===== src/rtl/fpu_pkg.sv =====
// Shared single-precision constants and the int-to-float FSM encoding.
package fpu_pkg;
  localparam int FP_EXP_W     = 8;
  localparam int FP_MANT_W    = 23;
  localparam int FP_BIAS      = 127;
  // Bias plus 31: exponent of a 32-bit magnitude whose MSB sits at bit 31.
  localparam int I2F_EXP_BASE = FP_BIAS + 31;

  typedef enum logic [1:0] {
    IDLE  = 2'd0,
    NORM  = 2'd1,
    ROUND = 2'd2,
    DONE  = 2'd3
  } i2f_state_e;
endpackage


===== src/rtl/fp_round_nearest_even.sv =====
// Combinational round-to-nearest-even of a normalised single-precision value.
// I2F_INEXACT_FLAG_EN selects whether the inexact flag is computed or tied to 0.
module fp_round_nearest_even
  import fpu_pkg::*;
(
  input  logic [FP_EXP_W-1:0]  exp_in,
  input  logic [FP_MANT_W-1:0] mant_in,
  input  logic                 g,
  input  logic                 s,
  output logic [FP_EXP_W-1:0]  exp_out,
  output logic [FP_MANT_W-1:0] mant_out,
  output logic                 inexact
);
  logic             round_up;
  logic [FP_MANT_W:0] mant_inc;

  assign round_up = g & (s | mant_in[0]);
  assign mant_inc = {1'b0, mant_in} + {{FP_MANT_W{1'b0}}, round_up};

  // A carry-out leaves the low bits all zero, which is the wrapped mantissa.
  assign mant_out = mant_inc[FP_MANT_W-1:0];
  assign exp_out  = exp_in + {{(FP_EXP_W-1){1'b0}}, mant_inc[FP_MANT_W]};

`ifdef I2F_INEXACT_FLAG_EN
  assign inexact = g | s;
`else
  assign inexact = 1'b0;
`endif
endmodule


===== src/rtl/int_to_float_converter.sv =====
// Multi-cycle fcvt.s.w / fcvt.s.wu: normalise by shifting, then round to nearest even.
// I2F_INEXACT_FLAG_EN enables the INEXACT flag; otherwise the port is tied to 0.
module int_to_float_converter
  import fpu_pkg::*;
#(
  parameter int NORM_STEP = 1
) (
  input  logic        CLK,
  input  logic        RESET_N,
  input  logic        START,
  input  logic [31:0] DATA1,
  input  logic        UNSIGNED,
  output logic        BUSY,
  output logic        VALID,
  output logic [31:0] RESULT,
  output logic        INEXACT
);
  i2f_state_e state_q, state_d;
  logic        sign_q;
  logic [31:0] mag_q;
  logic [5:0]  sh_q;
  logic        neg_in;
  logic [31:0] abs_in;
  logic        norm_wide;

  logic [FP_EXP_W-1:0]  exp_pre, rnd_exp;
  logic [FP_MANT_W-1:0] rnd_mant;
  logic                 rnd_inexact;

  assign neg_in    = ~UNSIGNED & DATA1[31];
  assign abs_in    = neg_in ? (32'd0 - DATA1) : DATA1;
  // Take the wide step only when it cannot push the leading one off the top.
  assign norm_wide = (mag_q[31 -: NORM_STEP] == '0);

  assign BUSY  = (state_q != IDLE);
  assign VALID = (state_q == DONE);

  always_ff @(posedge CLK) begin
    if (!RESET_N) state_q <= IDLE;
    else          state_q <= state_d;
  end

  always_comb begin
    state_d = state_q;
    case (state_q)
      IDLE:  if (START) state_d = NORM;
      NORM: begin
        if (mag_q == '0)   state_d = DONE;
        else if (mag_q[31]) state_d = ROUND;
      end
      ROUND: state_d = DONE;
      DONE:  state_d = IDLE;
      default: state_d = IDLE;
    endcase
  end

  always_ff @(posedge CLK) begin
    if (!RESET_N) begin
      sign_q <= 1'b0;
      mag_q  <= '0;
      sh_q   <= '0;
      RESULT <= '0;
    end else begin
      case (state_q)
        IDLE: if (START) begin
          sign_q <= neg_in;
          mag_q  <= abs_in;
          sh_q   <= '0;
        end
        NORM: begin
          if (mag_q == '0) begin
            RESULT <= '0;
          end else if (!mag_q[31]) begin
            mag_q <= norm_wide ? (mag_q << NORM_STEP) : (mag_q << 1);
            sh_q  <= sh_q + (norm_wide ? 6'(NORM_STEP) : 6'd1);
          end
        end
        ROUND: RESULT <= {sign_q, rnd_exp, rnd_mant};
        default: ;
      endcase
    end
  end

  assign exp_pre = 8'(I2F_EXP_BASE) - {2'b00, sh_q};

  fp_round_nearest_even u_round (
    .exp_in   (exp_pre),
    .mant_in  (mag_q[30:8]),
    .g        (mag_q[7]),
    .s        (|mag_q[6:0]),
    .exp_out  (rnd_exp),
    .mant_out (rnd_mant),
    .inexact  (rnd_inexact)
  );

`ifdef I2F_INEXACT_FLAG_EN
  always_ff @(posedge CLK) begin
    if (!RESET_N)                            INEXACT <= 1'b0;
    else if (state_q == NORM && mag_q == '0) INEXACT <= 1'b0;
    else if (state_q == ROUND)               INEXACT <= rnd_inexact;
  end
`else
  logic inexact_unused;
  assign inexact_unused = rnd_inexact;
  assign INEXACT        = 1'b0;
`endif
endmodule


===== config.mk =====
export PLATFORM = sky130hd
export DESIGN_NAME = int_to_float_converter
export DESIGN_NICKNAME = d
export VERILOG_FILES = /design/src/rtl/fpu_pkg.sv /design/src/rtl/fp_round_nearest_even.sv /design/src/rtl/int_to_float_converter.sv
export SDC_FILE = /design/constraint.sdc
export NUM_CORES = 1
export LEC_CHECK = 0
export CAP_MARGIN = 15
export CORE_ASPECT_RATIO = 2
export CORE_MARGIN = 2
export CORE_UTILIZATION = 59
export CTS_CLUSTER_DIAMETER = 200
export DETAILED_ROUTE_END_ITERATION = 16
export PLACE_DENSITY = 0.95
export SKIP_CTS_REPAIR_TIMING = 1
export SYNTH_ARGS = -nofsm -noshare
export SYNTH_HDL_FRONTEND = slang
export SYNTH_SLANG_ARGS = --single-unit

===== constraint.sdc =====
create_clock -name CLK -period 5 [get_ports CLK]
set_clock_uncertainty 0.1 [all_clocks]
set_input_delay 1 -clock CLK [delete_from_list [all_inputs] [get_ports CLK]]
set_output_delay 1 -clock CLK [all_outputs]
set_load 0.01 [all_outputs]

# Yosys cells after proc, flatten, opt, wreduce, memory -nomap -nowiden
# Cells that the tools add are included.
# totals
regBits	73
input_bits	36
out_inout_bits	35
# op_classes
add_sub_neg	5
n_eq_ne	8
n_mux	15
bitwise	4
n_reduce_logical	11
# op_table
cell	n
32-bit 2-to-1 mux	5
32-bit case mux with 2 select lines	2
32-bit zero test	1
1-bit by 32-bit subtractor with 32-bit output (first input constant)	1
23-bit by 1-bit adder with 24-bit output	1
6-bit 2-to-1 mux	3
6-bit case mux with 2 select lines	1
8-bit by 1-bit adder with 8-bit output	1
2-bit inequality test (second input constant)	4
2-bit case mux with 4 select lines	1
8-bit by 6-bit subtractor with 8-bit output (first input constant)	1
7-bit OR reduction	1
6-bit by 1-bit adder with 6-bit output (second input constant)	1
2-bit 2-to-1 mux	3
2-bit AND reduction	3
2-bit nonzero test	3
2-bit equality test (second input constant)	2
4-bit AND reduction	1
3-bit inequality test (second input constant)	1
3-bit AND reduction	1
1-bit bitwise AND	2
2-bit by 1-bit equality test with 1-bit output (second input constant)	1
2-bit zero test	1
1-bit NOT	1
1-bit bitwise OR	1

# Depth between registers and ports, before layout
# depth
ltp_word	6
ltp_mapped	11
ltp_nobuf	9

# Modules after synthesis
# Synthesis repeated with hierarchy kept, for this count alone.
# unflattened
hier_cells	584
area_unflattened_um2	4534.3
# modules_own_cells
module	n_inst	cells_each	area_per_inst_um2	seq_area_each_um2
int_to_float_converter	1	505	3948.8	1461.4
fp_round_nearest_even	1	79	585.6	0.0

# Worst setup path before layout
# OpenSTA, ideal clock, no wires.
# synth_path
path_kind	input to register
startpoint	input port DATA1[4]
endpoint	register mag_q[28]
setup_ps	112
arrival_time_ps	2569
required_time_ps	4788
setup_slack_ps	2219
cell_stages	7
cell_sequence	buf_2 nor4b_2 and4_1 buf_2 a31oi_1 xnor2_1 a2111oi_1
# synth_between
elab_chain_cells	4
# synth_rtl
element	line	source
from (decl)	int_to_float_converter.sv:11	input logic [31:0] DATA1,
1-bit by 32-bit subtractor with 32-bit output	int_to_float_converter.sv:31	assign abs_in = neg_in ? (32'd0 - DATA1) : DATA1;
32-bit 2-to-1 mux	int_to_float_converter.sv:31	
32-bit 2-to-1 mux	int_to_float_converter.sv:65	IDLE: if (START) begin
32-bit case mux with 2 select lines	int_to_float_converter.sv:64	case (state_q)
to (signal assigned)	int_to_float_converter.sv:67	mag_q <= abs_in;
to (signal assigned)	int_to_float_converter.sv:74	mag_q <= norm_wide ? (mag_q << NORM_STEP) : (mag_q << 1);
to (decl)	int_to_float_converter.sv:20	logic [31:0] mag_q;
# Every way passes these cells. The select of a mux whose other input is x is not followed.
# A chain may end at the register's enable or synchronous reset.

# Worst setup path in the final report
# Same ends and word-level chain as after synthesis.

==> reports/qor_table.md <==
| Group | Item | Reported |
|:---|:---|:---|
| run status | Status | completed |
| setup path | Critical Path Sink Type | flop |
| timing | Slew @ Worst Pin | 1.21 ns |
| setup path | Worst-case reg-to-reg path depth | 6 |
| route | Initial detailed-routing violation count | 375 |
| layout | Syn-to-layout area delta | 19.1% |
| setup path | Reg-to-reg critical path endpoint | mag_q[23] |
| setup path | Critical Path Start Type | primary input |
| synth | Synthesized netlist net count | 670 |
| synth | Top cells by area in the synthesized netlist | dfxtp_1 (30%), a21oi_1 (6.7%), xnor2_1 (4.0%) |
| min path | Cell depth of the worst hold path | 2 |
| clock tree | CTS H-Tree Depth | 3 |
| power | Peak ir drop on the vdd network | 244 uV |
| die | Die X | 67.9 um |
| setup path | Buffering stage count on the worst path with inverters included | 1 |
| timing | Final slew viol count | 0 |
| route | Post-route DRC violation count | 0 |
| route | DRT Pass-1 Iters | 5 |
| timing | Number of hold violations in the final report | 0 |
| synth | Number of storage elements in the synthesis netlist | 73 |
| synth | Mean cell area of the mapped netlist | 7.73 um^2 |
| setup path | Max FO, Critical Path | 8 |
| global routing | Global Route met3 Usage | 0.0615 |
| timing | Final worst path period share | 0.669 |
| synth | Post-synthesis instance area | 0.00482 mm^2 |
| global routing | Overall track demand over capacity in global routing | 0.315 |
| min path | Min-delay worst type | flop to flop |
| min path | Destination of the worst hold path | RESULT[15] |
| place | I/O Buffers | 69 |
| synth | Largest area contributor in the netlist | dfxtp_1 |
| layout | Fin nets | 706 |
| setup path | Path type of the worst setup path | primary input to flop |
| global routing | Largest net degree at the start of global routing | 35 |
| setup path | Top cell family by delay on the critical path | simple AND/OR/NAND/NOR gates |
| clock tree | Worst skew pair latency | 0.34 ns |
| clock tree | Root cell of the clock tree | clkbuf_16 |
| route | Wire length after detailed routing | 13800 um |
| timing | Worst-case headroom to the max-slew limit | 0.187 |
| clock tree | Total clock buffers created by CTS | 9 |
| setup path | Setup slack on the worst flop-to-flop path | 1.86 ns |
| route | Antenna viol nets, final | 0 |
| global routing | M1 GR Usage | 0.324 |
| synth | Part of the Yosys area used for sequential elements | 0.303 |
| global routing | Antenna violations before repair | 0 |
| setup path | Arrival time of data at the critical path endpoint | 3.47 ns |
| timing | Setup repair after global routing missed its margin | no |
| global routing | Met2 layer usage reported by global route | 0.544 |
| synth | Proportion of register bits with asynchronous set or reset after synthesis | 0 |
| layout | N_diodes | 0 |
| route | Total number of vias | 5029 |
| die | Area of the die | 0.00896 mm^2 |
| global routing | Global route total overflow | 0 |
| place | GP Congestion | 0.908 |
| synth | Post-synth EDFFs | 0 |
| synth | Most common cell in the synthesized netlist | dfxtp_1 |
| die | Chip height | 132 um |
| min path | Worst Hold Launch | RESULT[15] |
| route | Vias per cell | 6.61 |
| global routing | Most used routing layer | met2 |
| synth | Cell variety after synth | 60 |
| synth | Leading cell types by count after synthesis | dfxtp_1 (73), a21oi_1 (65), nand2_1 (51) |
| power | Power per cell area | 471 mW/mm^2 |
| die | Area of the placeable core | 0.00794 mm^2 |
| synth | Warning count from the yosys run | 0 |
| clock tree | Max Buffers Root-to-Sink | 2 |
| power | Leakage Power | 1.93 nW |
| layout | Proportion of layout cells with a drive suffix above 1 | 0.0571 |
| route | Drt wl/cell | 18.1 um |
| timing | Least setup slack across all paths after layout | 1.66 ns |
| clock tree | Clock tree from TritonCTS | built |
| timing | Post-Route Setup TNS | 0 ns |
| synth | Main flop type after synthesis | dfxtp_1 |
| global routing | Global-route wire length before repair | 22100 um |
| clock tree | Clock-pin slew of the registers on the worst-case setup and hold paths | 0.05 ns |
| setup path | Worst path max stage delay | 0.67 ns |
| power | Overall power | 2.70 mW |
| synth | Post-Synthesis Cells | 624 |
| setup path | Cell Chain, Critical Path | clkdlybuf4s50_1 > nor4b_2 > and4_1 > a31oi_1 > xnor2_1 > a2111oi_1 |
| timing | Number of endpoints failing setup at the final stage | 0 |
| setup path | Data required time of the critical path | 5.12 ns |
| setup path | Source of the worst register-to-register timing path | state_q[1] |
| global routing | Via count of the first global-routing pass | 4839 |
| job | Reported max-cap violation count | 0 |
| synth | Area share of the largest cell type after synthesis | 0.303 |
| timing | Final critical path time including I/O delays and setup | 3.34 ns |
| setup path | Highest-delay cell along the critical path | nor4b_2 |
| die | Row Count | 46 |
| die | Ports placed on the boundary | 71 |
| die | Initial standard-cell utilization of the core | 0.607 |
| place | Setup slack after placement | 1.33 ns |
| place | Hpwl dp | 10000 um |
| clock tree | Clock sink count | 73 |
| timing | Final hold slack | 0.348 ns |
| timing | Fmax | 299 MHz |
## logic make-up after synthesis
family	synth area share
other	0.000778
XOR/XNOR	0.0599
AND/OR/NAND/NOR	0.272
AO/OA/AOI/OAI	0.256
multiplexers	0.0166
flip-flops	0.303
adder cells (fa/ha/maj)	0.0259
buffers and inverters	0.0649
## tightest hold or removal path: cells and delay by family, from the launching register on
family	cells	cell delay, ns
flip-flops	1	0.30
AND/OR/NAND/NOR	1	0.05
AO/OA/AOI/OAI	1	0.05
## per-layer routing
metal	up-vias	part of all wire
met4	0	0.061
li1	2393	-
met2	239	0.53
met5	-	0
met1	2314	0.36
met3	83	0.055
## through the flow
stage,std cells,util,instance area [um^2]
after floorplan,624,-,4820
after detailed placement,744,0.687,5460
after global placement,744,0.687,5460
final,761,0.723,5740
after global routing,761,0.723,5740
after CTS,760,0.721,5730
## worst max path at each step
stage	depth (start not counted)	slack [ns]	from	to
after detailed placement	6	1.33	DATA1[4]	mag_q[26]
after CTS	6	1.67	DATA1[4]	mag_q[26]
final	6	1.66	DATA1[4]	mag_q[28]
after global routing	6	1.44	DATA1[8]	mag_q[27]
after global placement	6	1.42	DATA1[4]	mag_q[26]
after floorplan	7	2.22	DATA1[4]	mag_q[28]
## report_power, final
part | leakage, nW | switching, mW | internal, mW
logic | 1.20 | 0.764 | 0.448
registers | 0.594 | 0.192 | 0.707
clock network | 0.139 | 0.232 | 0.360
total | 1.93 | 1.19 | 1.51
## sequential cells by signal (all words and copies together), names as in the netlist
| name | flops |
|---|---|
| sign_q | 1 |
| RESULT | 32 |
| sh_q | 6 |
| state_q | 2 |
| mag_q | 32 |
## cell type report
cell class	instances	area [um^2]
clock inverters	3	15.0
multi-input cells	479	3060
inverters	20	75.1
fillers	623	2200
well taps	96	120
repair buffers	77	754
clock buffers	13	260
flip-flops and latches	73	1460
## placed cells by master (no fill, tap or decap), types with 5 or more instances in the layout
| master | n |
|---|---|
| nor4_1 | 14 |
| or4_1 | 6 |
| ha_1 | 10 |
| and3_1 | 7 |
| and4_1 | 7 |
| clkbuf_16 | 9 |
| nand3_1 | 34 |
| nor4_4 | 5 |
| o21ai_0 | 31 |
| nand2_1 | 51 |
| or3_1 | 10 |
| a2111oi_0 | 5 |
| inv_1 | 19 |
| nor2_1 | 34 |
| nor3_1 | 24 |
| clkdlybuf4s50_1 | 69 |
| a21oi_1 | 65 |
| dfxtp_1 | 73 |
| a32oi_1 | 5 |
| a22oi_1 | 10 |
| a31oi_1 | 19 |
| nand4_1 | 8 |
| o21ai_1 | 13 |
| buf_4 | 7 |
| o31a_1 | 9 |
| and2_1 | 14 |
| xnor2_1 | 22 |
| mux2i_1 | 8 |
| nor2b_1 | 5 |
| xor2_1 | 11 |
Power figures use the tool's default switching activity.
